File: src/rtl/lif_pkg.sv
// -----------------------------------------------------------------------------
// lif_pkg
// Shared definitions for the time-multiplexed leaky integrate-and-fire (LIF)
// neuron designs: the scheduler FSM state type, the datapath widths and the
// default neuron parameters.
// -----------------------------------------------------------------------------
package lif_pkg;

    // Membrane state, stimulus and refractory counter widths
    localparam int DATA_W = 8;
    localparam int REFR_W = 8;

    // Default neuron behaviour
    localparam int DEF_THRESHOLD     = 200;
    localparam int DEF_DECAY_SHIFT   = 1;
    localparam int DEF_REFRACT_TICKS = 2;

    // Sweep scheduler states
    typedef enum logic [1:0] {
        S_IDLE   = 2'd0,
        S_LOAD   = 2'd1,
        S_UPDATE = 2'd2,
        S_DONE   = 2'd3
    } lif_state_e;

endpackage

File: src/rtl/lif_update.sv
// -----------------------------------------------------------------------------
// lif_update
// Combinational LIF neuron update: leak, stimulus integration and threshold.
//   sum = (state - (state >> DECAY_SHIFT)) + eff_stim   (DATA_W+1 bits)
//   eff_stim is forced to 0 while the neuron is refractory.
// Ports:
//   state      : current membrane state
//   stim       : stimulus register of this neuron
//   refractory : high while the neuron's refractory counter is nonzero
//   fire       : sum reached THRESHOLD
//   next_state : 0 when firing, otherwise sum[DATA_W-1:0]
// -----------------------------------------------------------------------------
module lif_update
    import lif_pkg::*;
#(
    parameter int THRESHOLD   = DEF_THRESHOLD,
    parameter int DECAY_SHIFT = DEF_DECAY_SHIFT
) (
    input  logic [DATA_W-1:0] state,
    input  logic [DATA_W-1:0] stim,
    input  logic              refractory,
    output logic              fire,
    output logic [DATA_W-1:0] next_state
);

    localparam logic [DATA_W:0] THRESH = (DATA_W + 1)'(THRESHOLD);

    // Leak never underflows: the shifted term is at most the state itself.
    function automatic logic [DATA_W-1:0] leak(input logic [DATA_W-1:0] s);
        return s - (s >> DECAY_SHIFT);
    endfunction

    logic [DATA_W-1:0] eff_stim;
    logic [DATA_W:0]   sum;

    always_comb begin
        eff_stim   = refractory ? '0 : stim;
        sum        = {1'b0, leak(state)} + {1'b0, eff_stim};
        fire       = (sum >= THRESH);
        next_state = fire ? '0 : sum[DATA_W-1:0];
    end

endmodule

File: src/rtl/lif_scheduler.sv
// -----------------------------------------------------------------------------
// lif_scheduler
// N_NEURONS virtual LIF neurons sharing one lif_update datapath. Each tick
// starts a sweep: every neuron gets one LOAD cycle (read its state, stimulus
// and refractory counter) and one UPDATE cycle (write back), then DONE
// publishes all spike bits at once. Sweep length: 2*N_NEURONS+1 cycles.
// Ports:
//   clk, rst        : clock, synchronous active-high reset
//   tick            : request one sweep (one pending request is queued while
//                     busy; a further one sets the sticky overrun flag)
//   cfg_valid/ready : write cfg_data into the stimulus of neuron cfg_addr
//                     (ready only in IDLE)
//   sel, state_out  : registered readback of the membrane state of neuron sel
//   spike_vec       : spike bits of the last completed sweep
//   busy, done      : sweep in progress / one-cycle end-of-sweep pulse
//   overrun         : sticky, a tick was dropped
// -----------------------------------------------------------------------------
module lif_scheduler
    import lif_pkg::*;
#(
    parameter int N_NEURONS     = 4,
    parameter int THRESHOLD     = DEF_THRESHOLD,
    parameter int DECAY_SHIFT   = DEF_DECAY_SHIFT,
    parameter int REFRACT_TICKS = DEF_REFRACT_TICKS
) (
    input  logic                 clk,
    input  logic                 rst,
    input  logic                 tick,
    input  logic                 cfg_valid,
    output logic                 cfg_ready,
    input  logic [1:0]           cfg_addr,
    input  logic [7:0]           cfg_data,
    input  logic [1:0]           sel,
    output logic [7:0]           state_out,
    output logic [N_NEURONS-1:0] spike_vec,
    output logic                 busy,
    output logic                 done,
    output logic                 overrun
);

    localparam int                IDX_W     = (N_NEURONS > 1) ? $clog2(N_NEURONS) : 1;
    localparam logic [IDX_W-1:0]  LAST_IDX  = IDX_W'(N_NEURONS - 1);
    localparam logic [REFR_W-1:0] REFR_LOAD = REFR_W'(REFRACT_TICKS);

    lif_state_e       fsm_q, fsm_d;
    logic [IDX_W-1:0] idx_q;
    logic             pending_q, pending_d;
    logic             overrun_q;
    logic             ovr_set;
    logic             load_en, upd_en, cfg_we;

    logic [DATA_W-1:0]    state_mem [N_NEURONS];
    logic [DATA_W-1:0]    stim_mem  [N_NEURONS];
    logic [REFR_W-1:0]    refr_mem  [N_NEURONS];
    logic [N_NEURONS-1:0] spike_acc;

    logic [DATA_W-1:0] state_p0, stim_p0;
    logic [REFR_W-1:0] refr_p0;
    logic              upd_fire;
    logic [DATA_W-1:0] upd_state;

    logic [IDX_W-1:0] cfg_idx, sel_idx;

    assign cfg_idx = IDX_W'(cfg_addr);
    assign sel_idx = IDX_W'(sel);
    assign overrun = overrun_q;

    // Control registers
    always_ff @(posedge clk) begin
        if (rst) begin
            fsm_q     <= S_IDLE;
            idx_q     <= '0;
            pending_q <= 1'b0;
            overrun_q <= 1'b0;
        end else begin
            fsm_q     <= fsm_d;
            pending_q <= pending_d;
            if (ovr_set) overrun_q <= 1'b1;
            if (upd_en) idx_q <= (idx_q == LAST_IDX) ? '0 : idx_q + IDX_W'(1);
        end
    end

    always_comb begin
        fsm_d     = fsm_q;
        pending_d = pending_q;
        ovr_set   = 1'b0;
        cfg_ready = 1'b0;
        cfg_we    = 1'b0;
        busy      = 1'b1;
        done      = 1'b0;
        load_en   = 1'b0;
        upd_en    = 1'b0;
        case (fsm_q)
            S_IDLE: begin
                busy      = 1'b0;
                cfg_ready = 1'b1;
                cfg_we    = cfg_valid;
                if (tick || pending_q) begin
                    fsm_d     = S_LOAD;
                    pending_d = 1'b0;
                end
            end
            S_LOAD: begin
                load_en = 1'b1;
                fsm_d   = S_UPDATE;
            end
            S_UPDATE: begin
                upd_en = 1'b1;
                fsm_d  = (idx_q == LAST_IDX) ? S_DONE : S_LOAD;
            end
            S_DONE: begin
                done = 1'b1;
                fsm_d = pending_q ? S_LOAD : S_IDLE;
                // The queued tick is consumed here; a tick arriving now
                // becomes the new queued request.
                pending_d = tick;
            end
            default: fsm_d = S_IDLE;
        endcase
        if (tick && (fsm_q == S_LOAD || fsm_q == S_UPDATE)) begin
            if (pending_q) ovr_set   = 1'b1;
            else           pending_d = 1'b1;
        end
    end

    // Stage p0: operands of the neuron under update, captured in LOAD
    always_ff @(posedge clk) begin
        if (load_en) begin
            state_p0 <= state_mem[idx_q];
            stim_p0  <= stim_mem[idx_q];
            refr_p0  <= refr_mem[idx_q];
        end
    end

    lif_update #(
        .THRESHOLD   (THRESHOLD),
        .DECAY_SHIFT (DECAY_SHIFT)
    ) u_update (
        .state      (state_p0),
        .stim       (stim_p0),
        .refractory (refr_p0 != '0),
        .fire       (upd_fire),
        .next_state (upd_state)
    );

    // Stage p1: write-back in UPDATE, spike publish in DONE, readback
    always_ff @(posedge clk) begin
        if (rst) begin
            for (int i = 0; i < N_NEURONS; i++) begin
                state_mem[i] <= '0;
                stim_mem[i]  <= '0;
                refr_mem[i]  <= '0;
            end
            spike_acc <= '0;
            spike_vec <= '0;
            state_out <= '0;
        end else begin
            if (cfg_we && (32'(cfg_addr) < N_NEURONS)) stim_mem[cfg_idx] <= cfg_data;
            if (upd_en) begin
                state_mem[idx_q] <= upd_state;
                spike_acc[idx_q] <= upd_fire;
                if (upd_fire)            refr_mem[idx_q] <= REFR_LOAD;
                else if (refr_p0 != '0)  refr_mem[idx_q] <= refr_p0 - REFR_W'(1);
            end
            if (done) spike_vec <= spike_acc;
            state_out <= (32'(sel) < N_NEURONS) ? state_mem[sel_idx] : '0;
        end
    end

endmodule

File: config.mk
export PLATFORM = sky130hd
export DESIGN_NAME = lif_scheduler
export DESIGN_NICKNAME = d
export VERILOG_FILES = /design/src/rtl/lif_pkg.sv /design/src/rtl/lif_update.sv /design/src/rtl/lif_scheduler.sv
export SDC_FILE = /design/constraint.sdc
export NUM_CORES = 1
export LEC_CHECK = 0
export CAP_MARGIN = 20
export CORE_UTILIZATION = 53
export DETAILED_ROUTE_END_ITERATION = 8
export PLACE_DENSITY = 0.8
export SYNTH_ARGS = -nofsm -noshare
export SYNTH_HDL_FRONTEND = slang
export SYNTH_SLANG_ARGS = --single-unit
File: constraint.sdc
create_clock -name clk -period 5.1 [get_ports clk]
set_clock_uncertainty 0.1 [all_clocks]
set_input_delay 1.53 -clock clk [delete_from_list [all_inputs] [get_ports clk]]
set_output_delay 1.53 -clock clk [all_outputs]
set_load 0.02 [all_outputs]
### Word level (Yosys, flattened, before mapping)

Memories as Yosys holds them, arrays and structs flattened. A register that Yosys moved wholly into a read port is not among the register bits.
Cells that the tools add are included.

| operators by class | value |
|---|---|
| add/subtract/negate cells | 4 |
| $lt $le $gt $ge | 3 |
| equal/unequal tests | 5 |
| muxes and demuxes | 49 |
| bitwise operators | 1 |
| reductions and logical operators | 9 |

Operator list:

| kind | number |
|---|---|
| 8-bit two-way mux | 6 |
| 1-bit two-way mux | 33 |
| 8-bit OR reduction | 3 |
| 2-bit two-way mux | 6 |
| 8-bit by 8-bit adder with 9-bit output | 1 |
| 9-bit by 8-bit greater-or-equal comparator with 1-bit output (second input constant) | 1 |
| 2-bit one-hot mux with 4 select lines | 1 |
| 8-bit nonzero test | 1 |
| 8-bit by 1-bit subtractor with 8-bit output (second input constant) | 1 |
| 8-bit by 7-bit subtractor with 8-bit output | 1 |
| 2-bit == test (second input constant) | 3 |
| 4-bit bitwise mux | 1 |
| 2-bit by 3-bit less-than comparator with 1-bit output (second input constant) | 1 |
| 2-bit by 1-bit adder with 2-bit output (second input constant) | 1 |
| 1-bit demux with 2-bit select | 1 |
| 2-bit by 1-bit == test with 1-bit output (second input constant) | 1 |
| 2-bit by 1-bit greater-or-equal comparator with 1-bit output (second input constant) | 1 |
| 1-bit logical AND | 2 |
| 2-bit zero test | 1 |
| 1-bit logical OR | 2 |
| 2-bit inequality test (second input constant) | 1 |
| 1-bit one-hot mux with 2 select lines | 1 |
| 1-bit OR | 1 |

| word-level totals | value |
|---|---|
| bits in registers | 14 |
| RAM bits | 96 |
| word-level logic and storage cells | 80 |
| memories kept | 3 |

Memories:

| name | words | bits a word | rd ports | clocked after memory_dff | wr ports | line | RTL |
|---|---|---|---|---|---|---|---|
| refr_mem | 4 | 8 | 1 | 1 | 4 | lif_scheduler.sv:54 | `logic [REFR_W-1:0] refr_mem [N_NEURONS];` |
| state_mem | 4 | 8 | 2 | 2 | 4 | lif_scheduler.sv:52 | `logic [DATA_W-1:0] state_mem [N_NEURONS];` |
| stim_mem | 4 | 8 | 1 | 1 | 4 | lif_scheduler.sv:53 | `logic [DATA_W-1:0] stim_mem [N_NEURONS];` |

### Logic depth before layout (Yosys ltp)

Gate-level depths: netlist of run 1.

| depth | value |
|---|---|
| depth in word-level cells | 11 |
| gate-level depth with buffers | 18 |
| depth with buffers taken out | 16 |

### Hierarchy

A second synthesis of run 1 with hierarchy kept.

| second synthesis, totals | value |
|---|---|
| cells, all modules | 533 |
| area total of the unflattened synthesis | 7114.3 um2 |

By module, submodules not included:

| module | instances | cells each | area an instance (um2) | sequential area each (um2) |
|---|---|---|---|---|
| lif_scheduler | 1 | 418 | 6267.3 | 4043.9 |
| lif_update | 1 | 115 | 847.1 | 0.0 |

### Worst setup path after synthesis of run 1

Ideal clock, no wire load.

| path | value |
|---|---|
| kind | register -> register |
| start point | register state_p0[1], read port of state_mem |
| end point | memory refr_mem[0][0], enable pin |
| library setup time | 0.375 ns |
| data arrival time | 3.126 ns |
| required time | 4.625 ns |
| setup slack | 1.499 ns |
| cell stages (with the launch flop) | 16 |
| path buffers | 0 |
| clock period less this slack | 3.601 ns |
| cells stage by stage | edfxtp_1 ha_1 inv_1 fa_1 nand2_1 nand2_1 a21oi_1 o21bai_1 a21oi_1 xnor2_1 ha_1 a21oi_1 a21boi_2 xnor2_1 a311oi_1 a21oi_1 |

RTL lines:

| what | line | RTL |
|---|---|---|
| from (decl) | lif_scheduler.sv:57 | `logic [DATA_W-1:0] state_p0, stim_p0;` |
| to (decl) | lif_scheduler.sv:54 |  |

==> results of run 1 <==
metal layers:
layer	global-route usage, %	share of wire, %	vias to the layer above
met5	0	0	-
met3	5.41	4.7	22
met2	38.4	52	117
met4	9.45	1.8	0
met1	28.3	41	2106
li1	-	-	1975
kinds of logic after synthesis:
group	Yosys count
muxes	38
AOI/OAI and AO/OA	55
DFF	142
adders and majority gates	27
xor gates and xnor gates	18
buffers and inverters	48
and+or+nand+nor	177
cell usage after synthesis (2+ instances only):
cell / n
edfxtp_1: 120
and2_1: 49
nor3_2: 33
mux4_2: 32
nor3_1: 30
ha_1: 25
nand2_1: 25
inv_1: 23
dfxtp_1: 22
nor2_1: 21
a21oi_1: 15
clkbuf_1: 14
o21ai_0: 10
xnor2_1: 9
xor2_1: 8
a311oi_1: 6
buf_6: 6
mux2i_1: 6
buf_1: 4
nor2b_1: 4
o21ba_2: 4
nor4_1: 3
or3_1: 3
a21o_1: 2
a31oi_1: 2
and3_1: 2
fa_1: 2
nand2b_1: 2
nand3_1: 2
o21a_1: 2
o21bai_1: 2
or2_2: 2
power groups by stage:
stage	clock [mW]	sequential, mW	combinational (mW)
after floorplan	0	1.53	1.23
after global placement	0	1.59	1.38
after detailed placement	0	1.60	1.43
after CTS	1.16	1.58	1.44
after global routing	1.21	1.57	1.60
final	1.14	1.55	1.47
metrics by stage:
step           total power, mW  util (%)  instances
6_report                  4.17      63.4        731
4_1_cts                   4.17      63.2        730
3_5_place_dp              3.03      58.9        698
5_1_grt                   4.38      63.4        731
2_1_floorplan             2.76         -        505
3_3_place_gp              2.97      58.9        697
path summary, 6_finish.rpt:
path / to / slack [ns] / depth (start not counted)
worst max register to register: refr_mem[1][1] / 0.96 / 16
worst min register to register: overrun / 0.38 / 2
worst min-delay path: overrun / 0.38 / 2
worst max-delay path: refr_mem[1][1] / 0.96 / 16
registers in the layout, indices dropped and copies added (netlist names):
name / count
pending_q: 1
overrun: 1
refr_mem: 32
idx_q: 2
spike_acc: 4
stim_p0: 8
refr_p0: 8
fsm_q: 2
state_mem: 32
state_p0: 8
spike_vec: 4
state_out: 8
stim_mem: 32
final cells by class:
cell class | count | share of cell area [%]
multi-input combinational | 315 | 34.1
timing repair buffer | 47 | 5.47
clock buffer | 19 | 5.35
inverter | 23 | 1.07
clock inverter | 13 | 1.44
tap | 172 | 2.66
sequential | 142 | 50.0
tightest hold or removal path: cells and delay by family (launching register included):
| kind | cells | cell delay [ns] |
|---|---|---|
| flops | 1 | 0.33 |
| simple gates | 1 | 0.07 |
| compound gates | 1 | 0.04 |
==> run metrics, run 1 <==
status=finished clean; CP top delay family=compound AO/OA/AOI/OAI gates; Crit Path Max Fanout=8; critical path's largest stage delay=0.73 ns; drt initial violations=264; most common cell after layout, fill and taps aside=edfxtp_1; WL/cell=19.2 um; IO buf count=31; adder and majority gate portion of the synthesized area=5.02%; Root Buffer=clkbuf_16; Detailed Route WL=14.0 mm; CP max stage cell=nor2b_1; first-pass GRT wire length=22.5 mm; Sw Ratio=37.1%; DR vias=4220; Synth-to-Final Area Change=15.2%; Setup CP Type=flop to flop; Final Cell Area=8100 sq um; GP Congestion=0.856; RSZ-0062 raised after global routing=no; vias in the first global route=4353; simple-gate share of the synthesized area=15.3%; TritonCTS clock tree=built; share of flip-flops with an asynchronous set or reset=0%; crit path launch=state_p0[0]; pre-CTS setup slack=0.945 ns; worst-margin pin slew=1.01 ns; dominant synthesized flop cell=edfxtp_1; core area=12800 sq um; Buf/Inv on CP=2; I/O Pins=32; arrival time worst endpoint=4.08 ns; Via-to-Cell Ratio=5.77; share of the synthesized area in the top cell type=51.3%; largest net degree at the start of global routing=33; fmax=242 MHz; Post-Syn Instances=505; Yosys cell types=47; Max transition margin=32.6%; clock insertion delay at the later pin of the skew report=0.42 ns; Chip Width=117 um; CP required=5.04 ns; final net count=589; final worst-path setup slack=0.960 ns; EDFF count, synth=120; Sw Pwr=1.55 mW; worst hold path type=flop to flop; Worst VDD drop=0.452 mV; antenna violations before repair=0; H-tree depth=4; number of detailed-route iterations in the first pass=5; die area=13700 sq um; FF-to-FF Start=state_p0[0]; pwr/cell area=515 nW/um^2; Synth warnings=0; remaining antenna violation count=0; Reg power frac=37.3%; gr ovfl total=0; # setup viols final=0; Pins Over Slew Limit=0; post-synth top area cell=edfxtp_1; hpwl dp=9.48 mm; CP Launch Type=flop; Max-Cap Viols=0; combinational power share=35.3%; Row Count=41; share of layout cells above drive strength 1=22.0%; Clk pin slew, worst setup/hold paths=0.06 ns; DP Area=7530 sq um; Post CTS Setup Buffer Count=0; Antenna diodes=0; final hold vios=0; most frequent CP cell=a21oi_1; Starting Density=55.0%; largest family of logic cells by synthesized area=simple AND/OR/NAND/NOR gates; area of combinational cells with multiple inputs=2760 sq um; #FFs+latches synth=142; post-synthesis compound-gate area fraction=5.43%; CP Capture Type=flop; setup_tns=0 ns; internal power=2.62 mW; Max clock buf depth=2; synth top area cells=edfxtp_1 (51%), mux4_2 (10%), dfxtp_1 (6.3%); CTS Sinks=142; Synthesized Nets=548; crit share post-route=81.2%; most frequent cells in the layout=edfxtp_1 (120), and2_1 (49), nor3_2 (33); Resized cells post-CTS=0; Worst Hold Launch=overrun; register area=4050 sq um; die height=117 um; hold slack=0.382 ns; Tmin final=4.14 ns; CP cell instances=inv_1, ha_1, inv_1, fa_1, nand2_1, nand2_1, a21oi_1, o21bai_1, a21oi_1, xnor2_1, ha_1, a21oi_1, a21boi_2, xnor2_1, a311oi_1, nor2b_1; Tot GR Track Use=22.8%; CTS buffer count=17; Fillers=928; cell area after synthesis=7030 sq um; Syn Area/Cell=13.9 sq um; Pleak=2.94 nW; Post-CTS Hold Fix Bufs=0; Post-Synth XOR/XNOR Area=2.35%; sequential cell area fraction in the yosys report=57.5%; Clock Power Share=27.5%; DRC viols=0; mux share of post-synthesis cell area=11.1%
(Power assumes the default switching activity.)
==> run 2, diff against run 1 <==
- clock period: 5.1 -> 4.25 ns (I/O delays scaled with it)
==> run 2 against run 1 <==
Total power up 27%. Clock-buffer cell count down 2. Setup slack worse by 0.70 ns. Critical endpoint is now refr_mem[3][4].
==> run metrics, run 2 (same netlist as run 1, synthesis figures left out) <==
status=finished clean; final net count=593; vias in the first global route=4446; flop-to-flop setup slack=0.26 ns; Fillers=918; most frequent cells in the layout=edfxtp_1 (120), and2_1 (49), nor3_2 (33); hpwl dp=9.79 mm; drt initial violations=328; TritonCTS clock tree=built; # setup viols final=0; Starting Density=55.0%; WL/cell=19.4 um; CP top delay family=compound AO/OA/AOI/OAI gates; DR vias=4300; share of layout cells above drive strength 1=23.4%; Synth-to-Final Area Change=17.1%; Detailed Route WL=14.3 mm; Worst Hold Launch=overrun; CP cell instances=ha_1, inv_1, fa_1, nand2_1, nand2_1, a21oi_1, o21bai_1, a21oi_1, xnor2_1, ha_1, a21oi_1, a21boi_2, xnor2_1, a31o_2, o31a_1; die area=13700 sq um; pwr/cell area=643 nW/um^2; worst-case reg-to-reg path depth=15; core area=12800 sq um; Worst Hold End=overrun; antenna violations before repair=0; Max clock buf depth=2; Pleak=3.02 nW; Pins Over Slew Limit=0; Clk pin slew, worst setup/hold paths=0.06 ns; Max transition margin=41.6%; most common cell after layout, fill and taps aside=edfxtp_1; Post CTS Setup Buffer Count=0; remaining antenna violation count=0; Setup CP Type=flop to flop; setup_tns=0 ns; share of the core filled with cells=64.4%; CP Launch Type=flop; RSZ-0062 raised after global routing=no; Row Count=41; worst hold path type=flop to flop; first-pass GRT wire length=23.1 mm; Max-Cap Viols=0; CP Capture Type=flop; gr ovfl total=0; Chip Width=117 um; CP max stage cell=edfxtp_1; GP Congestion=0.875; final hold vios=0; most frequent CP cell=a21oi_1; fmax=251 MHz; arrival time worst endpoint=3.97 ns; CP required=4.23 ns; Tmin final=3.99 ns; CTS buffer count=17; crit share post-route=93.9%; number of detailed-route iterations in the first pass=5; IO buf count=31; worst-margin pin slew=0.869 ns; Tot GR Track Use=23.4%; Via-to-Cell Ratio=5.85; critical path's largest stage delay=0.41 ns; FF-to-FF Start=state_p0[1]; Worst VDD drop=0.445 mV; biggest regs=refr_mem (32), state_mem (32), stim_mem (32); CTS Sinks=142; Root Buffer=clkbuf_16; largest net degree at the start of global routing=33; Crit Path Max Fanout=8; Antenna diodes=0; clock insertion delay at the later pin of the skew report=0.42 ns; H-tree depth=4; die height=117 um; Buf/Inv on CP=1; I/O Pins=32; DRC viols=0; worst hold path cell count=2; end of the worst register-to-register path=refr_mem[3][4]
[run 2: worst max-delay path by stage]
stage / start / to / slack (ns) / cells past startpoint
after detailed placement: state_p0[1] / refr_mem[1][4] / 0.19 / 15
after global placement: state_p0[0] / refr_mem[1][5] / 0.36 / 16
after global routing: state_p0[1] / refr_mem[3][6] / 0.02 / 15
after CTS: state_p0[1] / refr_mem[1][6] / 0.17 / 15
after floorplan: state_p0[1] / refr_mem[2][0] / 0.65 / 15
final: state_p0[1] / refr_mem[3][4] / 0.26 / 15
[run 2: stage by stage]
step                      power [mW]  hold slack (ns)  worst slack, ns  area (sq um)  instances
final                           5.30            0.375            0.259          8230        735
after CTS                       5.28            0.388            0.167          8210        735
after global placement          3.60            0.353            0.361          7570        703
after global routing            5.55            0.413           0.0180          8230        735
after detailed placement        3.66            0.377            0.191          7570        703
after floorplan                 3.32            0.365            0.649          7030        505
[run 2: what timing repair did]
item | CTS | global route
endpoints found under the setup margin | 0 | 24
gates resized for setup | 0 | 6
hold buffers | 0 | 0
[run 2: worst register-to-register path, stage by stage, from the launching register on]
cell and delay (ns):
edfxtp_1 0.41, ha_1 0.21, inv_1 0.06, fa_1 0.40, nand2_1 0.08, nand2_1 0.05, a21oi_1 0.22, o21bai_1 0.09
a21oi_1 0.17, xnor2_1 0.15, ha_1 0.31, a21oi_1 0.21, a21boi_2 0.24, xnor2_1 0.20, a31o_2 0.33, o31a_1 0.41
[run 2: layer usage]
layer / track usage, % / share of wire (%) / up-vias
met1: 29.0 / 42 / 2139
met5: 0 / 0 / -
met2: 40.1 / 51 / 147
li1: - / - / 1990
met4: 8.44 / 1.6 / 0
met3: 5.87 / 5.9 / 24
[run 2: area by class of cell]
cell class	instances	area (sq um)	area share (%)
Sequential cell	142	4050	49.1
Multi-Input combinational cell	315	2780	33.7
Timing Repair Buffer	51	464	5.64
Clock buffer	17	425	5.17
Clock inverter	15	219	2.66
Tap cell	172	215	2.61
Inverter	23	86.3	1.05
[run 2: where the power goes]
group	switching [mW]	internal (mW)
Combinational	1.21	0.630
Clock	0.577	1.04
Sequential	0.0997	1.74
Total	1.88	3.41
==> run 3, diff against run 2 <==
- CTS_CLUSTER_DIAMETER: default -> 40
==> results of run 3 <==
No change in the layout: final DEF, timing and power equal those of run 2.
